## src/rtl/mcb_tester_pkg.sv

```systemverilog
// Shared constants for the MCB port tester: command encodings, FSM states,
// pattern modes and the LFSR definition used by the pattern generator.
package mcb_tester_pkg;

    // MCB command instructions (auto-precharge variants)
    localparam logic [2:0] INSTR_WR = 3'b010;
    localparam logic [2:0] INSTR_RD = 3'b011;

    // Tester FSM states
    localparam logic [2:0] ST_IDLE     = 3'd0;
    localparam logic [2:0] ST_WR_FILL  = 3'd1;
    localparam logic [2:0] ST_WR_CMD   = 3'd2;
    localparam logic [2:0] ST_WR_DRAIN = 3'd3;
    localparam logic [2:0] ST_RD_CMD   = 3'd4;
    localparam logic [2:0] ST_RD_DATA  = 3'd5;
    localparam logic [2:0] ST_DONE     = 3'd6;

    // Pattern modes
    localparam logic [1:0] MODE_LFSR     = 2'd0;
    localparam logic [1:0] MODE_ADDR     = 2'd1;
    localparam logic [1:0] MODE_WALK     = 2'd2;
    localparam logic [1:0] MODE_INV_LFSR = 2'd3;

    // Galois LFSR for x^32+x^22+x^2+x+1, right-shifting form
    localparam logic [31:0] LFSR_POLY = 32'h8020_0003;
    localparam logic [31:0] LFSR_SEED = 32'hACE1_2345;

    function automatic logic [31:0] lfsr_next(input logic [31:0] s);
        logic [31:0] n;
        n = {1'b0, s[31:1]};
        if (s[0]) begin
            n = n ^ LFSR_POLY;
        end
        return n;
    endfunction

endpackage

```

## src/rtl/mcb_pattern_gen.sv

```systemverilog
// Pattern generator shared by the write and read phases.
// Ports: clk/rst; restart reloads seed state; advance steps one word;
// mode selects the pattern; byte_addr feeds address-as-data;
// pattern_c is the current word (combinational in byte_addr and mode).
module mcb_pattern_gen
    import mcb_tester_pkg::*;
#(
    parameter int unsigned DATA_WIDTH = 32,
    parameter int unsigned ADDR_WIDTH = 30
) (
    input  logic                  clk,
    input  logic                  rst,
    input  logic                  restart,
    input  logic                  advance,
    input  logic [1:0]            mode,
    input  logic [ADDR_WIDTH-1:0] byte_addr,
    output logic [DATA_WIDTH-1:0] pattern_c
);

    localparam int unsigned REP = DATA_WIDTH / 32;

    logic [31:0]           lfsr_q, lfsr_d;
    logic [DATA_WIDTH-1:0] walk_q, walk_d;

    // Next-state: restart has priority over advance
    always_comb begin
        lfsr_d = lfsr_q;
        walk_d = walk_q;
        if (restart) begin
            lfsr_d = LFSR_SEED;
            walk_d = DATA_WIDTH'(1);
        end else if (advance) begin
            lfsr_d = lfsr_next(lfsr_q);
            walk_d = {walk_q[DATA_WIDTH-2:0], walk_q[DATA_WIDTH-1]};
        end
    end

    always_ff @(posedge clk or posedge rst) begin
        if (rst) begin
            lfsr_q <= LFSR_SEED;
            walk_q <= DATA_WIDTH'(1);
        end else begin
            lfsr_q <= lfsr_d;
            walk_q <= walk_d;
        end
    end

    // Output word selection
    always_comb begin
        pattern_c = '0;
        case (mode)
            MODE_LFSR:     pattern_c = {REP{lfsr_q}};
            MODE_ADDR:     pattern_c = DATA_WIDTH'(byte_addr);
            MODE_WALK:     pattern_c = walk_q;
            MODE_INV_LFSR: pattern_c = ~{REP{lfsr_q}};
            default:       pattern_c = '0;
        endcase
    end

endmodule

```

## src/rtl/mcb_port_tester.sv

```systemverilog
// Self-checking traffic generator for one MCB user port. Writes NUM_BURSTS
// bursts of pattern data, reads them back and compares against the
// regenerated pattern.
// Ports: clk/rst; calib_done/start/mode/loop_en control; cmd_*, wr_*, rd_*
// MCB FIFO interfaces; busy/done/pass/fault/error_count/first_err_addr/
// pass_count status; led = {fault, pass, done, busy, error_count[3:0]}.
// cmd_*, wr_en, wr_data and rd_en are decoded from state and FIFO flags so
// the FIFO handshakes complete in the same cycle.
module mcb_port_tester
    import mcb_tester_pkg::*;
#(
    parameter int unsigned DATA_WIDTH = 32,
    parameter int unsigned ADDR_WIDTH = 30,
    parameter int unsigned BURST_LEN  = 64,
    parameter int unsigned NUM_BURSTS = 16,
    parameter int unsigned BASE_ADDR  = 0,
    parameter int unsigned ERR_WIDTH  = 16,
    parameter int unsigned TIMEOUT    = 4095
) (
    input  logic                    clk,
    input  logic                    rst,
    input  logic                    calib_done,
    input  logic                    start,
    input  logic [1:0]              mode,
    input  logic                    loop_en,
    output logic                    cmd_en,
    output logic [2:0]              cmd_instr,
    output logic [5:0]              cmd_bl,
    output logic [ADDR_WIDTH-1:0]   cmd_byte_addr,
    input  logic                    cmd_full,
    output logic                    wr_en,
    output logic [DATA_WIDTH/8-1:0] wr_mask,
    output logic [DATA_WIDTH-1:0]   wr_data,
    input  logic                    wr_full,
    input  logic                    wr_empty,
    input  logic                    wr_underrun,
    output logic                    rd_en,
    input  logic [DATA_WIDTH-1:0]   rd_data,
    input  logic                    rd_empty,
    input  logic                    rd_overflow,
    output logic                    busy,
    output logic                    done,
    output logic                    pass,
    output logic                    fault,
    output logic [ERR_WIDTH-1:0]    error_count,
    output logic [ADDR_WIDTH-1:0]   first_err_addr,
    output logic [ERR_WIDTH-1:0]    pass_count,
    output logic [7:0]              led
);

    localparam int unsigned BYTES  = DATA_WIDTH / 8;
    localparam int unsigned WCNT_W = $clog2(BURST_LEN) + 1;
    localparam int unsigned BCNT_W = $clog2(NUM_BURSTS) + 1;
    localparam int unsigned WDOG_W = $clog2(TIMEOUT + 1);

    localparam logic [ADDR_WIDTH-1:0] STRIDE     = ADDR_WIDTH'(BURST_LEN * BYTES);
    localparam logic [ADDR_WIDTH-1:0] BASE       = ADDR_WIDTH'(BASE_ADDR);
    localparam logic [WCNT_W-1:0]     LAST_WORD  = WCNT_W'(BURST_LEN - 1);
    localparam logic [BCNT_W-1:0]     LAST_BURST = BCNT_W'(NUM_BURSTS - 1);
    localparam logic [WDOG_W-1:0]     WDOG_LIMIT = WDOG_W'(TIMEOUT);
    localparam logic [ERR_WIDTH-1:0]  ERR_MAX    = '1;

    logic [2:0]            state, state_d;
    logic [1:0]            mode_q, mode_d;
    logic [WCNT_W-1:0]     word_cnt, word_cnt_d;
    logic [BCNT_W-1:0]     burst_cnt, burst_cnt_d;
    logic [ADDR_WIDTH-1:0] burst_addr, burst_addr_d, cur_addr;
    logic [WDOG_W-1:0]     wdog, wdog_d;
    logic                  busy_d, done_d, pass_d, fault_d;
    logic [ERR_WIDTH-1:0]  error_count_d, pass_count_d;
    logic [ADDR_WIDTH-1:0] first_err_addr_d;
    logic                  gen_restart, gen_advance;
    logic                  launch, relaunch, finish, abort, progress, in_run;
    logic [DATA_WIDTH-1:0] pattern_c;

    assign cur_addr = burst_addr + ADDR_WIDTH'(word_cnt) * ADDR_WIDTH'(BYTES);
    assign in_run   = (state != ST_IDLE) && (state != ST_DONE);

    mcb_pattern_gen #(
        .DATA_WIDTH (DATA_WIDTH),
        .ADDR_WIDTH (ADDR_WIDTH)
    ) u_gen (
        .clk       (clk),
        .rst       (rst),
        .restart   (gen_restart),
        .advance   (gen_advance),
        .mode      (mode_q),
        .byte_addr (cur_addr),
        .pattern_c (pattern_c)
    );

    // MCB interface decode
    assign cmd_en        = (state == ST_WR_CMD) || (state == ST_RD_CMD);
    assign cmd_instr     = (state == ST_WR_CMD) ? INSTR_WR :
                           (state == ST_RD_CMD) ? INSTR_RD : 3'b000;
    assign cmd_bl        = cmd_en ? 6'(BURST_LEN - 1) : 6'd0;
    assign cmd_byte_addr = cmd_en ? burst_addr : '0;
    assign wr_en         = (state == ST_WR_FILL) && !wr_full;
    assign wr_data       = (state == ST_WR_FILL) ? pattern_c : '0;
    assign wr_mask       = '0;
    assign rd_en         = (state == ST_RD_DATA) && !rd_empty;
    assign led           = {fault, pass, done, busy, error_count[3:0]};

    // Next-state and status update
    always_comb begin
        state_d          = state;
        mode_d           = mode_q;
        word_cnt_d       = word_cnt;
        burst_cnt_d      = burst_cnt;
        burst_addr_d     = burst_addr;
        wdog_d           = wdog;
        busy_d           = busy;
        done_d           = done;
        pass_d           = pass;
        fault_d          = fault;
        error_count_d    = error_count;
        first_err_addr_d = first_err_addr;
        pass_count_d     = pass_count;
        gen_restart      = 1'b0;
        gen_advance      = 1'b0;
        launch           = 1'b0;
        relaunch         = 1'b0;
        finish           = 1'b0;
        abort            = 1'b0;
        progress         = 1'b0;

        case (state)
            ST_IDLE: launch = start && calib_done;

            ST_WR_FILL: begin
                if (!wr_full) begin
                    progress    = 1'b1;
                    gen_advance = 1'b1;
                    if (word_cnt == LAST_WORD) begin
                        word_cnt_d = '0;
                        state_d    = ST_WR_CMD;
                    end else begin
                        word_cnt_d = word_cnt + WCNT_W'(1);
                    end
                end
            end

            ST_WR_CMD: begin
                if (!cmd_full) begin
                    progress     = 1'b1;
                    burst_addr_d = burst_addr + STRIDE;
                    if (burst_cnt == LAST_BURST) begin
                        burst_cnt_d = '0;
                        state_d     = ST_WR_DRAIN;
                    end else begin
                        burst_cnt_d = burst_cnt + BCNT_W'(1);
                        state_d     = ST_WR_FILL;
                    end
                end
            end

            // Leaving drain restarts the watchdog for the read phase
            ST_WR_DRAIN: begin
                if (wr_empty) begin
                    progress     = 1'b1;
                    gen_restart  = 1'b1;
                    burst_addr_d = BASE;
                    state_d      = ST_RD_CMD;
                end
            end

            ST_RD_CMD: begin
                if (!cmd_full) begin
                    progress = 1'b1;
                    state_d  = ST_RD_DATA;
                end
            end

            ST_RD_DATA: begin
                if (!rd_empty) begin
                    progress    = 1'b1;
                    gen_advance = 1'b1;
                    if (rd_data != pattern_c) begin
                        if (error_count != ERR_MAX) begin
                            error_count_d = error_count + ERR_WIDTH'(1);
                        end
                        // error_count never returns to zero within a run
                        if (error_count == '0) begin
                            first_err_addr_d = cur_addr;
                        end
                    end
                    if (word_cnt == LAST_WORD) begin
                        word_cnt_d   = '0;
                        burst_addr_d = burst_addr + STRIDE;
                        if (burst_cnt == LAST_BURST) begin
                            burst_cnt_d = '0;
                            finish      = 1'b1;
                        end else begin
                            burst_cnt_d = burst_cnt + BCNT_W'(1);
                            state_d     = ST_RD_CMD;
                        end
                    end else begin
                        word_cnt_d = word_cnt + WCNT_W'(1);
                    end
                end
            end

            // Soak looping stops once a fault has been recorded
            ST_DONE: begin
                if (loop_en && !fault && calib_done) begin
                    relaunch = 1'b1;
                end else begin
                    launch = start && calib_done;
                end
            end

            default: state_d = ST_IDLE;
        endcase

        // FIFO faults, watchdog and calibration loss while running
        if (in_run) begin
            if (wr_underrun || rd_overflow) begin
                fault_d = 1'b1;
            end
            if (progress) begin
                wdog_d = '0;
            end else begin
                wdog_d = wdog + WDOG_W'(1);
                if (wdog_d == WDOG_LIMIT) begin
                    abort = 1'b1;
                end
            end
            if (!calib_done) begin
                abort = 1'b1;
            end
        end

        // End of pass; abort overrides a simultaneous normal finish
        if (finish || abort) begin
            state_d     = ST_DONE;
            busy_d      = 1'b0;
            done_d      = 1'b1;
            wdog_d      = '0;
            word_cnt_d  = '0;
            burst_cnt_d = '0;
            if (abort) begin
                fault_d = 1'b1;
            end
            pass_d = !abort && !fault_d && (error_count_d == '0);
            if (!abort && (pass_count != ERR_MAX)) begin
                pass_count_d = pass_count + ERR_WIDTH'(1);
            end
        end

        // Fresh run clears results; a looped pass keeps accumulating
        if (launch) begin
            mode_d           = mode;
            error_count_d    = '0;
            first_err_addr_d = '0;
            pass_count_d     = '0;
            fault_d          = 1'b0;
        end
        if (launch || relaunch) begin
            state_d      = ST_WR_FILL;
            busy_d       = 1'b1;
            done_d       = 1'b0;
            pass_d       = 1'b0;
            gen_restart  = 1'b1;
            burst_addr_d = BASE;
            word_cnt_d   = '0;
            burst_cnt_d  = '0;
            wdog_d       = '0;
        end
    end

    // State and status registers
    always_ff @(posedge clk or posedge rst) begin
        if (rst) begin
            state          <= ST_IDLE;
            mode_q         <= MODE_LFSR;
            word_cnt       <= '0;
            burst_cnt      <= '0;
            burst_addr     <= '0;
            wdog           <= '0;
            busy           <= 1'b0;
            done           <= 1'b0;
            pass           <= 1'b0;
            fault          <= 1'b0;
            error_count    <= '0;
            first_err_addr <= '0;
            pass_count     <= '0;
        end else begin
            state          <= state_d;
            mode_q         <= mode_d;
            word_cnt       <= word_cnt_d;
            burst_cnt      <= burst_cnt_d;
            burst_addr     <= burst_addr_d;
            wdog           <= wdog_d;
            busy           <= busy_d;
            done           <= done_d;
            pass           <= pass_d;
            fault          <= fault_d;
            error_count    <= error_count_d;
            first_err_addr <= first_err_addr_d;
            pass_count     <= pass_count_d;
        end
    end

endmodule

```

## config.mk

```make
export PLATFORM = sky130hd
export DESIGN_NAME = mcb_port_tester
export DESIGN_NICKNAME = d
export VERILOG_FILES = /design/src/rtl/mcb_tester_pkg.sv /design/src/rtl/mcb_pattern_gen.sv /design/src/rtl/mcb_port_tester.sv
export SDC_FILE = /design/constraint.sdc
export NUM_CORES = 1
export LEC_CHECK = 0
export ABC_AREA = 0
export CORE_MARGIN = 4
export CORE_UTILIZATION = 59
export CTS_CLUSTER_SIZE = 10
export DETAILED_ROUTE_END_ITERATION = 12
export GPL_TIMING_DRIVEN = 0
export PLACE_DENSITY = 0.92
export SLEW_MARGIN = 20
export SYNTH_ARGS = -nofsm -noshare
export SYNTH_HDL_FRONTEND = slang
export SYNTH_SLANG_ARGS = --single-unit
```

## constraint.sdc

```tcl
create_clock -name clk -period 9.9 [get_ports clk]
set_input_delay 0.99 -clock clk [delete_from_list [all_inputs] [get_ports clk]]
set_output_delay 0.99 -clock clk [all_outputs]
set_load 0.01 [all_outputs]
```

==> results by group, run 1 <==
Pwr
  • Register share of total power: 0.303
  • Overall power: 3.19 mW
  • Clk pwr share: 0.206
  • Sw frac: 0.444
  • P_int: ~1.8 mW
  • PwrDens: roughly 210 nW/um^2
  • Lkg Pwr: between 6 and 7 nW
  • Combinational power share: 0.492
  • Peak supply drop: 0.000162 V
  • Switching power: 1.42 mW

Timing
  • Worst-Margin Slew: 1.02 ns
  • Worst slew margin: 0.315
  • Final setup violation count: 0
  • Tmin final: ~5.2 ns
  • Post-route setup TNS: 0 ns
  • RSZ-0062 raised after global routing: no
  • Setup Skew: 0.0103 ns
  • Slew Viols, Final: 0
  • Max Freq: between 150 and 200 MHz
  • Final Hold Fails: 0
  • Tcrit/Tclk final: 0.529

Critical path
  • R2r setup slk: 4.66 ns
  • Crit path DAT: 5.53 ns
  • Critical Path End Type: flip-flop
  • CP startpoint kind: flip-flop
  • Highest cell delay on the worst timing path: 0.82 ns
  • Worst Path Max Fanout: 10
  • R2r endpoint: first_err_addr[22]$_DFFE_PP0P_
  • WS Path Type: reg2reg
  • Worst Path Buf+Inv: 5
  • Reg2Reg Depth: 15
  • Worst path cell trace: clkbuf_8 -> buf_2 -> buf_2 -> mux2i_1 -> xor2_1 -> o22ai_1 -> a2111oi_0 -> nand4_1 -> nor4_1 -> and3_4 -> a21oi_2 -> nand4_1 -> buf_2 -> clkbuf_1 -> o21ai_0
  • Crit path max-delay family: buffers and inverters
  • Req. time, crit path: 10.19 ns
  • CP Depth: 15
  • CP max-delay cell: a2111oi_0
  • R2R Path Start: mode_q[0]$_DFFE_PP0P_
  • Most frequent CP cell: buf_2

Synthesis
  • Syn avg cell area: 8.07 um^2
  • Top post-synthesis cells by area: dfrtp_1 34%, nand2_1 6.7%, a21oi_1 4.4%, nor2_1 4.2%, o21ai_0 3.6%
  • Synth async-reset ratio: 1.00
  • Commonest cells in the netlist: 216 x nand2_1, 165 x dfrtp_1, 134 x nor2_1, 106 x a21oi_1, 87 x o21ai_0
  • Cells after Synth: 1496
  • Synth top area share: 0.342
  • Synth warn: 0
  • Number of flops mapped to enable cells by yosys: 0
  • Most frequent cell after synthesis: nand2_1
  • Flops & latches, synth: 180
  • Top cell type by total area after synthesis: dfrtp_1
  • Synth Flop Type: dfrtp_1
  • Synth unique cells: 93
  • Cell Area, Synth: around 12000 um^2
  • Register area share after synthesis: 0.375

Clock tree
  • Clk sinks: 180
  • Number of post-CTS setup repair buffers: 0
  • Cts hold-fix bufs: 0
  • CTS tree: built
  • Clk slew on worst S/H paths: 0.07 ns
  • Clk buf depth: 2
  • Clock H-tree levels: 4
  • Post-CTS sizing: 0
  • Clk root buf: clkbuf_16
  • Worst-Skew Late Latency: 0.44 ns
  • CTS Buf Count: 17

GRT
  • Initial antenna violation count: 0
  • Vias in the first global route: 11938
  • Tot GR Track Use: 0.378
  • First-pass GRT wire length: 66400 um
  • GRT Residual Overflow: 0
  • Largest net degree at the start of global routing: 109

Finish
  • Fin util: 0.736
  • Design area: 14900 um^2
  • Area Growth Syn to Fin: 23.1%
  • Share of cells above drive strength 1: 0.0877
  • # diodes: 0
  • Fill count: 1558
  • Nets: approximately 1800

Floorplanning
  • Core area: around 20000 um^2
  • Row Count: 52
  • Die ar.: around 23000 um^2
  • I/O Pins: 197
  • Initial Util: 0.598
  • Die width: ~150 um
  • Die Ht: 151 um

Outcome
  • Status: completed

Detailed routing
  • Post-Route WL: 43100 um
  • Pre-antenna DRT Iters: 5
  • Via-to-Cell Ratio: approximately 6.4
  • Routed WL per cell: 21.6 um
  • DRC viols: 0
  • DR iter-0 viols: 1417
  • Via count: 12666
  • Final ANT Viol Nets: 0

Place
  • DP Area: 14300 um^2
  • Port Buf Inserts: 181
  • GPL Wtd Cong: 0.962
  • Hpwl dp: approximately 33000 um

Worst hold path
  • Min-delay worst type: reg2reg
  • Hold worst-path end: first_err_addr[13]$_DFFE_PP0P_
  • WHS Path Cells: 2
  • Hold Startpoint: first_err_addr[13]$_DFFE_PP0P_

Flow run
  • Maxcap violations: 0
## area by class of cell
class | count | area [um^2] | share of cell area
clock buffer | 17 | 425 | 0.0286
tap | 270 | 338 | 0.0227
timing repair buffer | 182 | 1840 | 0.124
buffer | 142 | 791 | 0.0532
inverter | 32 | 128 | 0.00859
multi-input combinational | 1154 | 6690 | 0.450
sequential | 180 | 4520 | 0.304
clock inverter | 15 | 125 | 0.00842
## cell usage in the layout (no fill, tap or decap), types with 35 or more instances in the layout
cell and n:
nand2_1 216, clkdlybuf4s50_1 181, dfrtp_1 165, nor2_1 134, a21oi_1 106, o21ai_0 87
nand3_1 85, clkbuf_1 80, xnor2_1 44, and2_1 37, xor2_1 35
## power groups by stage
stage	clock network, mW	registers, mW	logic (mW)
final	0.656	0.967	1.57
after global routing	0.688	0.976	1.67
after CTS	0.654	0.960	1.53
after detailed placement	0	0.973	1.52
after global placement	0	0.968	1.49
after floorplan	0	0.943	0.967
## worst max path at each step
stage / from / end / slack, ns
floorplan: rst / burst_addr[10]$_DFFE_PP0P_ / 4.05
CTS: word_cnt[6]$_DFFE_PP0P_ / first_err_addr[22]$_DFFE_PP0P_ / 4.76
finish: mode_q[0]$_DFFE_PP0P_ / first_err_addr[22]$_DFFE_PP0P_ / 4.66
detailed placement: word_cnt[6]$_DFFE_PP0P_ / first_err_addr[22]$_DFFE_PP0P_ / 4.78
global placement: rst / u_gen.walk_q[21]$_DFFE_PP0P_ / 1.74
global route: mode_q[0]$_DFFE_PP0P_ / first_err_addr[22]$_DFFE_PP0P_ / 4.56
## metal layers
| metal | global-route usage | wire length, um | vias up |
|---|---|---|---|
| met1 | 0.518 | 16600 | 5974 |
| met5 | 0 | 0 | - |
| met4 | 0.180 | 2360 | 0 |
| li1 | - | - | 5633 |
| met2 | 0.574 | 18800 | 890 |
| met3 | 0.0817 | 5320 | 169 |
## metrics by stage
stage / worst slack [ns] / std cells / hold slack, ns
after floorplan: 4.05 / 1508 / 0.475
after global placement: 1.74 / 1959 / 0.484
after detailed placement: 4.78 / 1960 / 0.493
after CTS: 4.76 / 1992 / 0.508
after global routing: 4.56 / 1992 / 0.531
final: 4.66 / 1992 / 0.506
## worst register-to-register path, cell delays in order (launching register included)
cell and delay [ns]:
dfrtp_1 0.47, clkbuf_8 0.22, buf_2 0.26, buf_2 0.33, mux2i_1 0.32, xor2_1 0.32
o22ai_1 0.13, a2111oi_0 0.82, nand4_1 0.20, nor4_1 0.51, and3_4 0.34, a21oi_2 0.12
nand4_1 0.25, buf_2 0.27, clkbuf_1 0.38, o21ai_0 0.16
## logic make-up after synthesis
family / synth area share
AOI/OAI and AO/OA: 0.175
xor gates and xnor gates: 0.0587
adders and majority gates: 0.00933
buffers and inverters: 0.0755
DFF: 0.375
muxes: 0.0125
other: 0.000311
and+or+nand+nor: 0.294
## state kept, by name, indices dropped and copies added, names as in the netlist, 5 cells and up
| signal | flops |
|---|---|
| burst_addr | 22 |
| burst_cnt | 5 |
| error_count | 16 |
| first_err_addr | 29 |
| pass_count | 16 |
| u_gen.lfsr_q | 32 |
| u_gen.walk_q | 32 |
| wdog | 12 |
| word_cnt | 7 |
(Power assumes the default switching activity.)
==> run 2: changes to the inputs <==
- CORE_UTILIZATION: 59 -> 50
- PLACE_DENSITY: 0.92 -> 0.83
- clock period: 9.9 -> 4.78 ns (I/O delays scaled with it)
==> run 2 against run 1 <==
Effect of this change: worst setup slack lost 4.5 ns; combinational power grew 110%; utilization fell by 9.8 points; clock power up 110%; wire length rose by 1.1%; first-iteration DRC count grew 14%; via count down 1.3%; sequential share of layout area down 0.44 points; sequential power is 110% higher; maximum frequency up 14%; count of clock-buffer cells in the layout did not move; critical endpoint is now first_err_addr[19]$_DFFE_PP0P_; largest power group unchanged.
==> results by group, run 2 (synthesis gave the netlist of run 1 again) <==
Place
  • Port Buf Inserts: 181
  • Placed instance count: 2014
  • Hpwl dp: ~33000 um
  • GPL Wtd Cong: 1.04

GRT
  • Largest net degree at the start of global routing: 33
  • GRT Residual Overflow: 0
  • First-pass GRT wire length: around 67000 um
  • Vias in the first global route: 11772
  • Initial antenna violation count: 0
  • Tot GR Track Use: 0.324

Detailed routing
  • Pre-antenna DRT Iters: 6
  • Via count: roughly 13000
  • Final ANT Viol Nets: 0
  • Post-Route WL: about 44000 um
  • DRC viols: 0
  • Routed WL per cell: around 21 um
  • Via-to-Cell Ratio: 6.12
  • DR iter-0 viols: 1613

Critical path
  • Worst path cell trace: clkbuf_8 -> buf_2 -> clkbuf_4 -> mux2i_1 -> xor2_1 -> o22ai_1 -> a2111oi_2 -> nand4_1 -> nor4_1 -> and3_4 -> a21oi_2 -> nand4_1 -> buf_2 -> buf_2 -> nand3_1 -> o21ai_0
  • Crit path DAT: 4.96 ns
  • Worst Path Max Fanout: 10
  • Most frequent CP cell: buf_2
  • R2r endpoint: first_err_addr[19]$_DFFE_PP0P_
  • Reg2Reg Depth: 16
  • R2r setup slk: about 0.17 ns
  • Req. time, crit path: ~5.1 ns
  • Worst Path Buf+Inv: 5
  • Critical Path End Type: flip-flop
  • Crit path max-delay family: buffers and inverters
  • CP startpoint kind: flip-flop
  • Highest cell delay on the worst timing path: 0.49 ns
  • CP max-delay cell: dfrtp_1
  • CP Depth: 16
  • R2R Path Start: mode_q[0]$_DFFE_PP0P_
  • WS Path Type: reg2reg

Timing
  • Tmin final: 4.61 ns
  • Final Hold Fails: 0
  • RSZ-0062 raised after global routing: no
  • Max Freq: 217 MHz
  • Post-route setup TNS: 0 ns
  • Final setup violation count: 0
  • Setup Skew: 0.0171 ns
  • Slew Viols, Final: 0
  • Tcrit/Tclk final: 0.965
  • Worst slew margin: 0.333
  • Worst-Margin Slew: slightly below 1 ns

Clock tree
  • CTS tree: built
  • Clk sinks: 180
  • Number of post-CTS setup repair buffers: 0
  • Cts hold-fix bufs: 0
  • Clock H-tree levels: 4
  • Clk slew on worst S/H paths: 0.08 ns
  • Worst-Skew Late Latency: about 0.45 ns
  • CTS Buf Count: 17
  • Clk buf depth: 2
  • Clk root buf: clkbuf_16

Finish
  • Share of cells above drive strength 1: 0.0956
  • Nets: 1767
  • # diodes: 0
  • Commonest cells after routing, fill and taps aside: 216 x nand2_1, 181 x clkdlybuf4s50_1, 165 x dfrtp_1, 134 x nor2_1, 106 x a21oi_1
  • Final non-filler cell total: ~2000
  • Commonest non-fill, non-tap cell in the layout: nand2_1
  • Area Growth Syn to Fin: 24.9%
  • Largest registers: u_gen.lfsr_q: 32 flops, u_gen.walk_q: 32 flops, first_err_addr: 29 flops

Pwr
  • Peak supply drop: between 0.0002 and 0.00025 V
  • PwrDens: 444 nW/um^2
  • Overall power: 6.69 mW
  • Lkg Pwr: 6.11 nW

Floorplanning
  • Die ar.: about 27000 um^2
  • I/O Pins: 197
  • Row Count: 56
  • Die Ht: 163 um
  • Core area: 23600 um^2
  • Die width: 163 um
  • Initial Util: 0.511

Worst hold path
  • Min-delay worst type: in2async

Outcome
  • Status: completed

Flow run
  • Maxcap violations: 0
## run 2: worst reg2reg max path, delay by kind of cell (launching register included)
family | cells | cell delay (ns)
AOI/OAI and AO/OA | 4 | 0.82
xor gates and xnor gates | 1 | 0.26
buffers and inverters | 5 | 1.37
DFF | 1 | 0.49
muxes | 1 | 0.35
and+or+nand+nor | 5 | 1.23
## run 2: power breakdown
group / internal [mW] / switching, mW
registers: 1.76 / 0.229
clock network: 0.689 / 0.694
logic: 1.25 / 2.06
total: 3.71 / 2.98
## run 2: cell type report
class,count,area [um^2]
clock inverters,15,140
inverters,32,124
repair buffers,187,1950
plain buffers,141,798
clock buffers,17,425
well taps,319,399
fillers,2022,8540
multi-input cells,1154,6720
flip-flops and latches,180,4520
## run 2: worst max-delay path by stage
stage | start | end | slack [ns]
after detailed placement | mode_q[0]$_DFFE_PP0P_ | first_err_addr[3]$_DFFE_PP0P_ | -0.08
after floorplan | burst_addr[8]$_DFFE_PP0P_ | pass$_DFFE_PP0N_ | 1.07
after global placement | mode_q[0]$_DFFE_PP0P_ | first_err_addr[3]$_DFFE_PP0P_ | -0.10
after global routing | word_cnt[6]$_DFFE_PP0P_ | first_err_addr[19]$_DFFE_PP0P_ | 0.004
after CTS | mode_q[0]$_DFFE_PP0P_ | first_err_addr[19]$_DFFE_PP0P_ | 0.1
final | mode_q[0]$_DFFE_PP0P_ | first_err_addr[19]$_DFFE_PP0P_ | 0.17
## run 2: layer usage
layer / vias to the layer above / wire (um) / global-route usage
met5: - / 0 / 0
met4: 0 / 1790 / 0.127
met3: 130 / 4780 / 0.0729
met2: 763 / 19800 / 0.509
met1: 5943 / 17300 / 0.438
li1: 5671 / - / -
## run 2: timing repair
action,CTS,global route
endpoints found under the setup margin,10,26
endpoints found under the hold margin,0,0
resized for setup,5,11
## run 2: metrics by stage
| step | hold WS (ns) | instance area [um^2] | util | setup slack, ns |
|---|---|---|---|---|
| finish | 0.505 | 15100 | 0.638 | 0.168 |
| global route | 0.525 | 15100 | 0.638 | 0.00392 |
| CTS | 0.507 | 15000 | 0.637 | 0.0976 |
| detailed placement | 0.491 | 14500 | 0.612 | -0.0757 |
| global placement | 0.484 | 14300 | 0.607 | -0.100 |
| floorplan | 0.475 | 12100 | - | 1.07 |
==> run 3: changes to the inputs <==
- CAP_MARGIN: not set -> 20
- CTS_CLUSTER_DIAMETER: not set -> 50
==> results of run 3 <==
Same layout as run 2: the final DEF is identical, and so are final timing and power.
